[src/rtl/instr_fetch_if.sv]
// Fetch-stage bus bundle.
//   imem_req/imem_addr     : read request toward instruction memory
//   imem_rdata/imem_ack    : read completion (ack is a one-cycle pulse)
//   IR/ir_valid/ir_ready   : instruction handed to the decoder (valid/ready)
// master: the fetch block. slave: memory + decoder side.
interface instr_fetch_if #(
  parameter int unsigned ADDR_W = 12,
  parameter int unsigned DATA_W = 16
);
  logic              imem_req;
  logic [ADDR_W-1:0] imem_addr;
  logic [DATA_W-1:0] imem_rdata;
  logic              imem_ack;
  logic [DATA_W-1:0] IR;
  logic              ir_valid;
  logic              ir_ready;

  modport master (
    output imem_req, imem_addr, IR, ir_valid,
    input  imem_rdata, imem_ack, ir_ready
  );

  modport slave (
    input  imem_req, imem_addr, IR, ir_valid,
    output imem_rdata, imem_ack, ir_ready
  );
endinterface

[src/rtl/instr_fetch.sv]
// Instruction fetch stage: holds the PC, reads instruction memory over a
// req/ack handshake and hands each instruction to the decoder over valid/ready.
// Handles jump redirects, the global halt_program freeze and the HALT opcode.
// Ports:
//   clk, rst          : clock, asynchronous active-low reset
//   halt_program      : freeze (blocks new requests and the decoder handshake)
//   bus (master)      : imem_* read channel and IR/ir_valid/ir_ready channel
//   jump_en/jump_addr : one-cycle redirect
//   PC                : address of the next instruction to fetch
//   halted            : HALT_OP has been delivered; only reset leaves this
//   instr_count       : delivered instructions, saturating
module instr_fetch #(
  parameter int unsigned ADDR_W  = 12,
  parameter int unsigned DATA_W  = 16,
  parameter logic [3:0]  HALT_OP = 4'hF
) (
  input  logic              clk,
  input  logic              rst,
  input  logic              halt_program,
  instr_fetch_if.master     bus,
  input  logic              jump_en,
  input  logic [ADDR_W-1:0] jump_addr,
  output logic [ADDR_W-1:0] PC,
  output logic              halted,
  output logic [15:0]       instr_count
);

  typedef enum logic [1:0] {StFetch, StWait, StDeliver, StHalted} state_e;

  state_e            state_q, state_d;
  logic [ADDR_W-1:0] pc_q, pc_d;
  logic [DATA_W-1:0] ir_q, ir_d;
  logic              ir_valid_q, ir_valid_d;
  logic              req_q, req_d;
  logic [ADDR_W-1:0] addr_q, addr_d;
  logic              halted_q, halted_d;
  logic [15:0]       cnt_q, cnt_d;
  // Set when a jump lands while a read is outstanding; the returning data is stale.
  logic              kill_q, kill_d;

  always_comb begin
    state_d    = state_q;
    pc_d       = pc_q;
    ir_d       = ir_q;
    ir_valid_d = ir_valid_q;
    req_d      = req_q;
    addr_d     = addr_q;
    halted_d   = halted_q;
    cnt_d      = cnt_q;
    kill_d     = kill_q;

    case (state_q)
      StFetch: begin
        if (jump_en) pc_d = jump_addr;
        if (!halt_program) begin
          // A same-cycle jump redirects this very request.
          req_d   = 1'b1;
          addr_d  = jump_en ? jump_addr : pc_q;
          state_d = StWait;
        end
      end

      StWait: begin
        if (jump_en) pc_d = jump_addr;
        if (bus.imem_ack) begin
          req_d = 1'b0;
          if (kill_q || jump_en) begin
            kill_d  = 1'b0;
            state_d = StFetch;
          end else begin
            ir_d       = bus.imem_rdata;
            ir_valid_d = 1'b1;
            state_d    = StDeliver;
          end
        end else if (jump_en) begin
          kill_d = 1'b1;
        end
      end

      StDeliver: begin
        if (jump_en) begin
          // Flush: jump wins over a same-cycle handshake.
          pc_d       = jump_addr;
          ir_valid_d = 1'b0;
          state_d    = StFetch;
        end else if (!halt_program && ir_valid_q && bus.ir_ready) begin
          ir_valid_d = 1'b0;
          cnt_d      = (cnt_q == 16'hFFFF) ? cnt_q : cnt_q + 16'd1;
          pc_d       = pc_q + ADDR_W'(1);
          if (ir_q[DATA_W-1 -: 4] == HALT_OP) begin
            halted_d = 1'b1;
            state_d  = StHalted;
          end else begin
            state_d = StFetch;
          end
        end
      end

      StHalted: ;

      default: state_d = StFetch;
    endcase
  end

  always_ff @(posedge clk or negedge rst) begin
    if (!rst) begin
      state_q    <= StFetch;
      pc_q       <= '0;
      ir_q       <= '0;
      ir_valid_q <= 1'b0;
      req_q      <= 1'b0;
      addr_q     <= '0;
      halted_q   <= 1'b0;
      cnt_q      <= '0;
      kill_q     <= 1'b0;
    end else begin
      state_q    <= state_d;
      pc_q       <= pc_d;
      ir_q       <= ir_d;
      ir_valid_q <= ir_valid_d;
      req_q      <= req_d;
      addr_q     <= addr_d;
      halted_q   <= halted_d;
      cnt_q      <= cnt_d;
      kill_q     <= kill_d;
    end
  end

  assign bus.imem_req  = req_q;
  assign bus.imem_addr = addr_q;
  assign bus.IR        = ir_q;
  assign bus.ir_valid  = ir_valid_q;
  assign PC            = pc_q;
  assign halted        = halted_q;
  assign instr_count   = cnt_q;

endmodule

[src/flat_wrapper.sv]
// flat-port wrapper written by rule: the top's interface ports become plain ports
module instr_fetch_flat 
#(
  parameter int unsigned ADDR_W  = 12,
  parameter int unsigned DATA_W  = 16,
  parameter logic [3:0]  HALT_OP = 4'hF
)
  (clk, rst, halt_program, jump_en, jump_addr, PC, halted, instr_count, bus_imem_req, bus_imem_addr, bus_IR, bus_ir_valid, bus_imem_rdata, bus_imem_ack, bus_ir_ready);
  instr_fetch_if #(.ADDR_W(ADDR_W), .DATA_W(DATA_W)) bus_i ();
  input  logic clk;
  input  logic rst;
  input  logic halt_program;
  input  logic jump_en;
  input  logic [ADDR_W-1:0] jump_addr;
  output logic [ADDR_W-1:0] PC;
  output logic halted;
  output logic [15:0] instr_count;
  output wire logic [$bits(bus_i.imem_req)-1:0] bus_imem_req;
  output wire logic [$bits(bus_i.imem_addr)-1:0] bus_imem_addr;
  output wire logic [$bits(bus_i.IR)-1:0] bus_IR;
  output wire logic [$bits(bus_i.ir_valid)-1:0] bus_ir_valid;
  input wire logic [$bits(bus_i.imem_rdata)-1:0] bus_imem_rdata;
  input wire logic [$bits(bus_i.imem_ack)-1:0] bus_imem_ack;
  input wire logic [$bits(bus_i.ir_ready)-1:0] bus_ir_ready;
  assign bus_imem_req = bus_i.imem_req;
  assign bus_imem_addr = bus_i.imem_addr;
  assign bus_IR = bus_i.IR;
  assign bus_ir_valid = bus_i.ir_valid;
  assign bus_i.imem_rdata = bus_imem_rdata;
  assign bus_i.imem_ack = bus_imem_ack;
  assign bus_i.ir_ready = bus_ir_ready;
  instr_fetch #(.ADDR_W(ADDR_W), .DATA_W(DATA_W), .HALT_OP(HALT_OP)) u_core (.clk(clk), .rst(rst), .halt_program(halt_program), .bus(bus_i), .jump_en(jump_en), .jump_addr(jump_addr), .PC(PC), .halted(halted), .instr_count(instr_count));
endmodule
[config.mk]
export PLATFORM = sky130hd
export DESIGN_NAME = instr_fetch_flat
export DESIGN_NICKNAME = d
export VERILOG_FILES = /design/src/rtl/instr_fetch_if.sv /design/src/rtl/instr_fetch.sv /design/src/flat_wrapper.sv
export SDC_FILE = /design/constraint.sdc
export NUM_CORES = 1
export LEC_CHECK = 0
export ABC_AREA = 1
export CORE_ASPECT_RATIO = 0.6
export CORE_MARGIN = 1.5
export CORE_UTILIZATION = 50
export CTS_CLUSTER_DIAMETER = 200
export DETAILED_ROUTE_END_ITERATION = 12
export PLACE_DENSITY = 0.93
export SYNTH_ARGS = -nofsm -noshare
export SYNTH_HDL_FRONTEND = slang
export SYNTH_SLANG_ARGS = --single-unit
[constraint.sdc]
create_clock -name clk -period 2.4 [get_ports clk]
set_input_delay 0.48 -clock clk [delete_from_list [all_inputs] [get_ports clk]]
set_output_delay 0.48 -clock clk [all_outputs]
set_load 0.01 [all_outputs]
Yosys cells after proc, flatten, opt, wreduce, memory -nomap -nowiden:

Cells that the tools add are included.
W data, S select, Z words.

* flip-flop bits (word level): 62
* output and inout bits: 59
* bits in latches: 0
* ROM bits: 0
* bits in writable memories: 0
* memories kept: 0

* multiply operators: 0
* order comparisons: 0
* div/mod/pow operators: 0
* reductions and logical operators: 20
* bitwise logic cells: 4
* shifts and indexed selects: 0
* $add $sub $neg: 2
* equality and inequality tests: 9
* muxes and demuxes: 22

Operators by type and width (number)
* $mux W12: 3
* $pmux W12 S2: 1
* $add A16 B1 Y16 const B: 1
* $eq A16 B16 Y1 const B: 1
* $reduce_and A4 Y1: 4
* $add A12 B1 Y12 const B: 1
* $mux W2: 6
* $mux W1: 9
* $reduce_and A3 Y1: 3
* $reduce_bool A2 Y1: 4
* $ne A2 B2 Y1 const B: 3
* $pmux W2 S3: 1
* $eq A4 B4 Y1 const B: 1
* $not A1 Y1: 4
* $pmux W1 S2: 2
* $reduce_and A2 Y1: 2
* $ne A3 B2 Y1 const B: 1
* $reduce_bool A3 Y1: 1
* $eq A2 B1 Y1 const B: 1
* $eq A2 B2 Y1 const B: 1
* $logic_and A1 B1 Y1: 2
* $logic_not A2 Y1: 1
* $ne A2 B1 Y1 const B: 1
* $reduce_or A2 Y1: 1
* other kinds (2): 2

Longest topological paths before layout:

Gate-level depths: netlist of the first run.

* depth in word-level cells: 6
* gate-level depth with buffers: 10
* gate-level depth less buffers: 10

Worst setup path after synthesis of the first run:

No wires, ideal clock.

* path type: reg2reg
* from: reg u_core.state_q[0]
* to: reg u_core.pc_q[8] (netlist: u_core.PC[8])
* clock period less this slack: 1.541 ns
* required time: 2.269 ns
* stages on the path, launching flop included: 10
* arrival: 1.409 ns
* slack: 0.859 ns
* cells stage by stage: dfrtp_1 > inv_1 > ha_1 > inv_2 > nor2_4 > nand4_1 > o21ai_0 > nand2_1 > nand2_1 > o21ai_0

* longest elaborated chain between the ends: 4
* elaborated cells on any way between the ends: 8
* classes of those cells: 3 x eq/ne; 1 x mux; 4 x reduce/logical

Ends and longest elaborated chain
* start, declared: line instr_fetch.sv:30 `state_e state_q, state_d;`
* start signal, assigned: line instr_fetch.sv:107 `state_q <= StFetch;`
* start signal, assigned: line instr_fetch.sv:117 `state_q <= state_d;`
* $eq A2 B1 Y1 / $logic_not A2 Y1 (equally long branches): line instr_fetch.sv:52 `case (state_q)`
* $reduce_or A2 Y1 (no source line)
* $reduce_bool A2 Y1 (no source line)
* $reduce_and A2 Y1 (no source line)
* end signal, assigned: line instr_fetch.sv:118 `pc_q <= pc_d;`
* end, declared: line instr_fetch.sv:31 `logic [ADDR_W-1:0] pc_q, pc_d;`

Several ways; a longest one is shown, not always the timed one.
A chain may end at the register's enable or synchronous reset.

Worst setup path after layout of the first run:

* from: in jump_en
* to: reg u_core.cnt_q[11] (netlist: u_core.instr_count[11])

* longest elaborated chain between the ends: 2

Ends and longest elaborated chain
* start, declared: line flat_wrapper.sv:13 `input logic jump_en;`
* $not A1 Y1 (no source line)
* $reduce_and A4 Y1 (no source line)
* end signal, assigned: line instr_fetch.sv:124 `cnt_q <= cnt_d;`
* end, declared: line instr_fetch.sv:37 `logic [15:0] cnt_q, cnt_d;`

No other way between the ends.

==> key figures, run 1 <==
Run status
  • Status: finished clean

Place
  • PortBufs: 92
  • HPWL after DPL: approximately 6600 µm
  • Routability congestion estimate: 0.9153

Logic synthesis
  • Adder-cell share of the synthesized area: 2.312%
  • Post-synthesis register bit count: 62
  • Synth Cell Area: 3247 µm²
  • Syn Nets: ~420
  • Synthesis Warnings: 0
  • Top-area cell type share of the netlist area: between 40% and 50%
  • Most numerous cell in the Yosys netlist: nand2_1
  • Synth Flop Type: dfrtp_1
  • Synth Area in Simple Gates: 25.63%
  • Sequential element share of the synthesized area: 47.78%
  • Synth area leaders: dfrtp_1 48%, nand2_1 15%, o21ai_0 5.9%
  • EDFF count, synth: 0
  • Yosys cell types: 31
  • Area fraction in compound gates after synthesis: under 10%
  • Syn Inst Count: approximately 380
  • Most frequent cells after synthesis: 130 x nand2_1, 62 x dfrtp_1, 38 x o21ai_0, 33 x inv_1, 23 x nor2_1
  • Synth Area per Inst: 8.455 µm²
  • Largest area contributor in the netlist: dfrtp_1
  • Mux contribution to synthesized area: roughly 5.9%
  • Post-synthesis xor/xnor area fraction: approximately 3.2%
  • Asr flop ratio synth: 100.0%
  • Combinational family with the most area after synthesis: simple AND/OR/NAND/NOR gates

Die
  • Rows: 22
  • Core area: 6193 µm²
  • Die width: roughly 110 µm
  • Initial Utilization: 52.42%
  • Die span in y: roughly 65 µm
  • Ports: between 90 and 100
  • Total die area: approximately 7000 µm²

Global routing
  • Initial antenna violation count: 0
  • Busiest grt layer: met2
  • Vias in the first global route: around 2.9k
  • GR met2 Demand/Resource: just over 40%
  • Overflow after GRT: 0
  • Pin count of the biggest net entering global routing: 43
  • First-pass GRT wire length: around 14,000 µm
  • Met3 Usage GRT: 8.532%
  • GR Util met1: 37.76%
  • GR Util All Layers: between 20 and 30%

Drt
  • DRC viols: 0
  • Drt wl/cell: 15.41 µm
  • Routed wire length: about 8800 µm
  • First-pass iteration count of the detailed router: 5
  • 1st-iter DRT viols: 226
  • Vias/cell: around 5.4
  • Via count: roughly 3k
  • Final ANT Viol Nets: 0

Cells and area
  • Final nets: 522
  • Fill count: ~470
  • Ant diodes: 0
  • Ratio of cells with drive above 1 in the final layout: 10.27%
  • P&R area growth vs syn: 36.53%

CTS
  • Post-CTS Resized: 0
  • Clock latency on the worst-skew pair: ~350 ps
  • Clock-pin slew on the worst setup and hold paths: approximately 70 ps
  • CTS Buf Count: 9
  • Post-CTS setup buffers: 0
  • TritonCTS sink count: 62
  • Clock Path Buffers: 2
  • CTS tree: done
  • Hold-fix buffers at CTS: 0
  • CTS Root Cell: clkbuf_8
  • H-tree levels: 3

Timing
  • Relative slew slack: between 60% and 70%
  • TNS Setup: 0 ps
  • Setup Viol. Count Final: 0
  • Final Slew Violations: 0
  • Final Hold Fails: 0
  • Worst-margin pin slew: approximately 510 ps
  • Post-layout min period: roughly 2000 ps
  • Fmax: approximately 0.50 GHz
  • Clock skew: 3.485 ps
  • RSZ-0062 raised after global routing: false
  • Tcrit/Tclk final: slightly above 80%

Worst setup path
  • CP max FO: 18
  • R2r startpoint: u_core.state_q[0]
  • CP arrival: around 2300 ps
  • Critical Path Sink Type: flip-flop
  • Critical path class: in2reg
  • CP Launch Point: jump_en
  • Worst Path Required: between 2000 and 3000 ps
  • CP max stage delay: roughly 630 ps
  • Cells along the critical path: clkdlybuf4s50_1 > inv_2 > nand2_2 > nor2_4 > nand2_4 > inv_2 > nand2_1 > nand2_1
  • Critical Path Start Type: input pin
  • CP max stage cell: clkdlybuf4s50_1

Flow run
  • Max-Cap Viols: 0

Min path
  • Worst hold path type: in2async

Pwr
  • Power Density: 997.0 nW/µm²
  • Final Power: between 0.004 and 0.005 W
  • Peak VDD IR: 0.6835 mV
  • Static Leak: between 2 and 2.5 nW
[report_power, final]
group	leakage, nW	internal (W)	switching, W
sequential	0.780	0.00141	0.000303
clock	0.0904	0.000477	0.000410
combinational	1.16	0.000954	0.000866
total	2.04	0.00284	0.00158
[critical path, delay by kind of cell]
kind / cells / cell delay, ps
AND/OR/NAND/NOR: 5 / 670
buffers and inverters: 3 / 1100
[cell usage in the layout (no fill, tap or decap), drive strengths merged, types with 2 or more instances in the layout]
cell,n
a21oi,8
a31oi,2
buf,5
clkbuf,12
clkdlybuf4s50,91
clkinv,2
dfrtp,62
ha,6
inv,38
mux2,16
nand2,134
nand3,12
nand4,7
nor2,27
nor3,6
o211ai,4
o21ai,38
xnor2,5
xor2,7
[metrics by stage]
stage / setup WS, ps / cells / instance area [µm²] / utilization, % / hold slack [ps]
global route: 289.3 / 571 / 4433 / 71.58 / 108.1
floorplan: 859.4 / 384 / 3247 / - / 184.4
finish: 418.5 / 571 / 4433 / 71.58 / 93.48
detailed placement: 97.07 / 555 / 4250 / 68.63 / 450.9
global placement: 245.0 / 555 / 4250 / 68.63 / 439.3
CTS: 433.6 / 571 / 4433 / 71.58 / 97.29
[layout make-up]
class	count	area [µm²]	area share, %
Multi-Input combinational cell	275	1493	33.67
Inverter	38	142.6	3.218
Sequential cell	62	1551	35.00
Clock inverter	4	47.55	1.073
Clock buffer	12	135.1	3.048
Tap cell	84	105.1	2.371
Timing Repair Buffer	96	958.4	21.62
[flip-flops by register name, indices dropped and copies added, names as in the netlist]
name	count
u_core.PC	12
u_core.bus.IR	16
u_core.bus.imem_addr	12
u_core.bus.imem_req	1
u_core.bus.ir_valid	1
u_core.halted	1
u_core.instr_count	16
u_core.kill_q	1
u_core.state_q	2
[routing by layer]
layer  share of wire [%]  up-vias
li1                    -     1433
met3                 8.7       19
met2                  45      156
met5                   0        -
met4                 1.9        0
met1                  44     1466
[path summary, 6_finish.rpt]
check	end	slack, ps	cells after the start
max in group asynchronous	u_core.bus.imem_addr[10]	1720	2
min	u_core.bus.IR[9]	90	1
max	u_core.instr_count[11]	420	8
max reg2reg	u_core.PC[8]	490	10
min in group clk	u_core.halted	470	1
min reg2reg	u_core.halted	470	1
[cells by family after synthesis]
logic type | Yosys count
flops | 62
xor+xnor | 12
mux | 17
buf+inv | 47
compound gates | 54
simple gates | 186
fa+ha+maj | 6
(Power assumes the default switching activity.)
==> inputs of run 2 (changes only) <==
--- a/config.mk
+++ b/config.mk
@@ -8,10 +8,10 @@
 export ABC_AREA = 1
 export CORE_ASPECT_RATIO = 0.6
 export CORE_MARGIN = 1.5
-export CORE_UTILIZATION = 50
+export CORE_UTILIZATION = 48
 export CTS_CLUSTER_DIAMETER = 200
 export DETAILED_ROUTE_END_ITERATION = 12
-export PLACE_DENSITY = 0.93
+export PLACE_DENSITY = 0.91
 export SYNTH_ARGS = -nofsm -noshare
 export SYNTH_HDL_FRONTEND = slang
 export SYNTH_SLANG_ARGS = --single-unit
==> constraint.sdc (replaced) <==
create_clock -name clk -period 2.05 [get_ports clk]
set_input_delay 0.41 -clock clk [delete_from_list [all_inputs] [get_ports clk]]
set_output_delay 0.41 -clock clk [all_outputs]
set_load 0.01 [all_outputs]
==> run 2 against run 1 <==
Die area grew 4.0%. Global-route usage decreased by 1.5 points. Hold slack lost 15 ps. Final cell count grew 0.70%. Combinational power rose by 18%. Sequential cell count unchanged. Critical path type is now reg2reg. Largest cell class unchanged.
==> key figures, run 2 (synthesis gave the netlist of run 1 again) <==
Run status
  • Status: finished clean

Global routing
  • Pin count of the biggest net entering global routing: 63 (+47%)
  • GR Util All Layers: 26.10% (-1.5 points)
  • Vias in the first global route: 2,814 (-3.5%)
  • Initial antenna violation count: 0 (unchanged)
  • Overflow after GRT: 0 (unchanged)
  • First-pass GRT wire length: 13,920 µm (-3.9%)

Timing
  • RSZ-0062 raised after global routing: false
  • Fmax: 0.5422 GHz
  • Tcrit/Tclk final: about 90%
  • Post-layout min period: around 1800 ps
  • Clock skew: 5.457 ps (+1.972 ps)
  • Final setup margin: 205.6 ps (-212.9 ps)
  • Final Hold Fails: 0 (unchanged)
  • Final Slew Violations: 0 (unchanged)
  • TNS Setup: 0 ps (unchanged)
  • Worst-margin pin slew: 396.3 ps (-112.1 ps)
  • Setup Viol. Count Final: 0 (unchanged)
  • WHS: 78.43 ps (-15.05 ps)
  • Relative slew slack: 73.55% (+7.4 points)

CTS
  • Hold-fix buffers at CTS: 0 (unchanged)
  • CTS Root Cell: clkbuf_16
  • Clock-pin slew on the worst setup and hold paths: 60 ps (about the same)
  • Clock latency on the worst-skew pair: 330 ps (-20 ps)
  • Post-CTS setup buffers: 0 (unchanged)
  • CTS tree: done
  • H-tree levels: 3 (unchanged)
  • CTS Buf Count: 9 (unchanged)
  • Clock Path Buffers: 2 (unchanged)
  • Post-CTS Resized: 0 (unchanged)
  • TritonCTS sink count: 62 (unchanged)

Worst setup path
  • Cells along the critical path: inv_1 > ha_1 > inv_2 > nor2_4 > nand4_1 > o21ai_0 > nand2_1 > nand2_1 > o21ai_0
  • Worst Path Required: 2250 ps (-440 ps)
  • Reg2reg end: u_core.PC[8]
  • Buf/Inv on CP: 2 (-1)
  • Critical Path Sink Type: flip-flop
  • CP max FO: 6 (-12)
  • CP arrival: 2050 ps (-220 ps)
  • Reg2Reg Depth: 9 (-1)
  • R2R Setup Slk: 210 ps (-280 ps)
  • CP max stage cell: dfrtp_1
  • Top delay family on crit path: simple AND/OR/NAND/NOR gates
  • R2r startpoint: u_core.state_q[0]
  • Critical Path Start Type: flip-flop
  • CP Launch Point: u_core.state_q[0]
  • Critical path class: reg2reg
  • CP max stage delay: 400 ps (-230 ps)

Pwr
  • Comb pwr share: 38.2% (-3.0 points)
  • Net Sw Frac: 33.60% (-2.1 points)
  • Psw: 0.001893 W (+20%)
  • Static Leak: 2.110 nW (+3.7%)
  • Clk pwr share: 26.4% (+6.3 points)
  • Peak VDD IR: 0.6411 mV (-6.2%)
  • Reg power frac: 35.4% (-3.3 points)
  • Power Density: 1231 nW/µm² (+23%)
  • Pint: 0.003742 W (+32%)

Cells and area
  • Fin area: 4578 µm² (+3.3%)
  • P&R area growth vs syn: 41.00%
  • Final nets: 527 (+0.96%)
  • Commonest non-fill, non-tap cell in the layout: nand2_1
  • Register area: 1551 µm² (unchanged)
  • Ant diodes: 0 (unchanged)
  • Area occupied by multi-input gates: 1493 µm² (unchanged)
  • Commonest non-fill, non-tap cells in the layout: 130 x nand2_1, 91 x clkdlybuf4s50_1, 62 x dfrtp_1
  • Fill count: 498 (+7.1%)
  • Ratio of cells with drive above 1 in the final layout: 11.41% (+1.1 points)

Die
  • Total die area: 7283 µm² (+4.0%)
  • Initial Utilization: 51.28% (-1.1 points)
  • Ports: 93 (unchanged)
  • Die span in y: 66.71 µm (+2.0%)
  • Core area: 6331 µm² (+2.2%)
  • Rows: 22 (unchanged)
  • Die width: 109.2 µm (+2.0%)

Drt
  • First-pass iteration count of the detailed router: 6 (+1)
  • Met1 wire length: 4079 µm (+4.5%)
  • Max layer used: met4
  • Drt wl/cell: 15.19 µm (-1.4%)
  • Via count: 3,007 (-2.2%)
  • Met3 WL: 815 µm (+6.8%)
  • Wire length on met2: 3734 µm (-5.8%)
  • Final ANT Viol Nets: 0 (unchanged)
  • Vias/cell: 5.230 (-2.9%)
  • 1st-iter DRT viols: 337 (+49%)
  • Routed wire length: 8734 µm (-0.74%)
  • DRC viols: 0 (unchanged)

Place
  • Area after DPL: 4288 µm² (+0.88%)
  • Pre-CTS setup slack: 4.186 ps (-92.88 ps)
  • Routability congestion estimate: 0.9535 (+4.2%)
  • PortBufs: 92 (unchanged)
  • HPWL after DPL: 6458 µm (-2.0%)

Flow run
  • Max-Cap Viols: 0 (unchanged)

Min path
  • Worst hold path type: in2async
## run 2: changes by cell type in the layout (fill, tap and decap cells not counted)
| cell | change |
|---|---|
| buf_4 | +5 |
| clkbuf_8 | -8 |
| clkbuf_16 | +9 |
| clkbuf_1 | -2 |
## run 2: worst max path at each step
stage | to | cells after the start
after floorplan | u_core.PC[8] | 9
after global placement | u_core.PC[11] | 7
after detailed placement | u_core.instr_count[4] | 8
after CTS | instr_count[4] | 1
after global routing | u_core.PC[10] | 10
final | u_core.PC[8] | 9
## run 2: metal layers
metal | vias up | track usage, %
met2 | 141 | 37.27
li1 | 1439 | -
met5 | - | 0
met1 | 1416 | 36.49
met3 | 11 | 8.904
met4 | 0 | 9.740
## run 2: cell type report
cell class,count,share of cell area [%]
timing repair buffer,101,21.75
sequential,62,33.89
clock buffer,11,5.302
inverter,38,3.116
multi-input combinational,275,32.60
clock inverter,4,1.039
tap,84,2.296
## run 2: power by group through the flow
stage	clock network [W]	logic, W	registers (W)
3_5_place_dp	0	0.00214	0.00200
2_1_floorplan	0	0.000791	0.00213
6_report	0.00149	0.00215	0.00200
5_1_grt	0.00158	0.00235	0.00204
4_1_cts	0.00151	0.00216	0.00199
3_3_place_gp	0	0.00209	0.00198
## run 2: through the flow
stage               total power [W]  cells  utilization, %
CTS                        0.005662    575           72.31
floorplan                  0.002923    384               -
global placement           0.004064    560           67.73
global route               0.005975    575           72.31
finish                     0.005636    575           72.31
detailed placement         0.004135    560           67.73
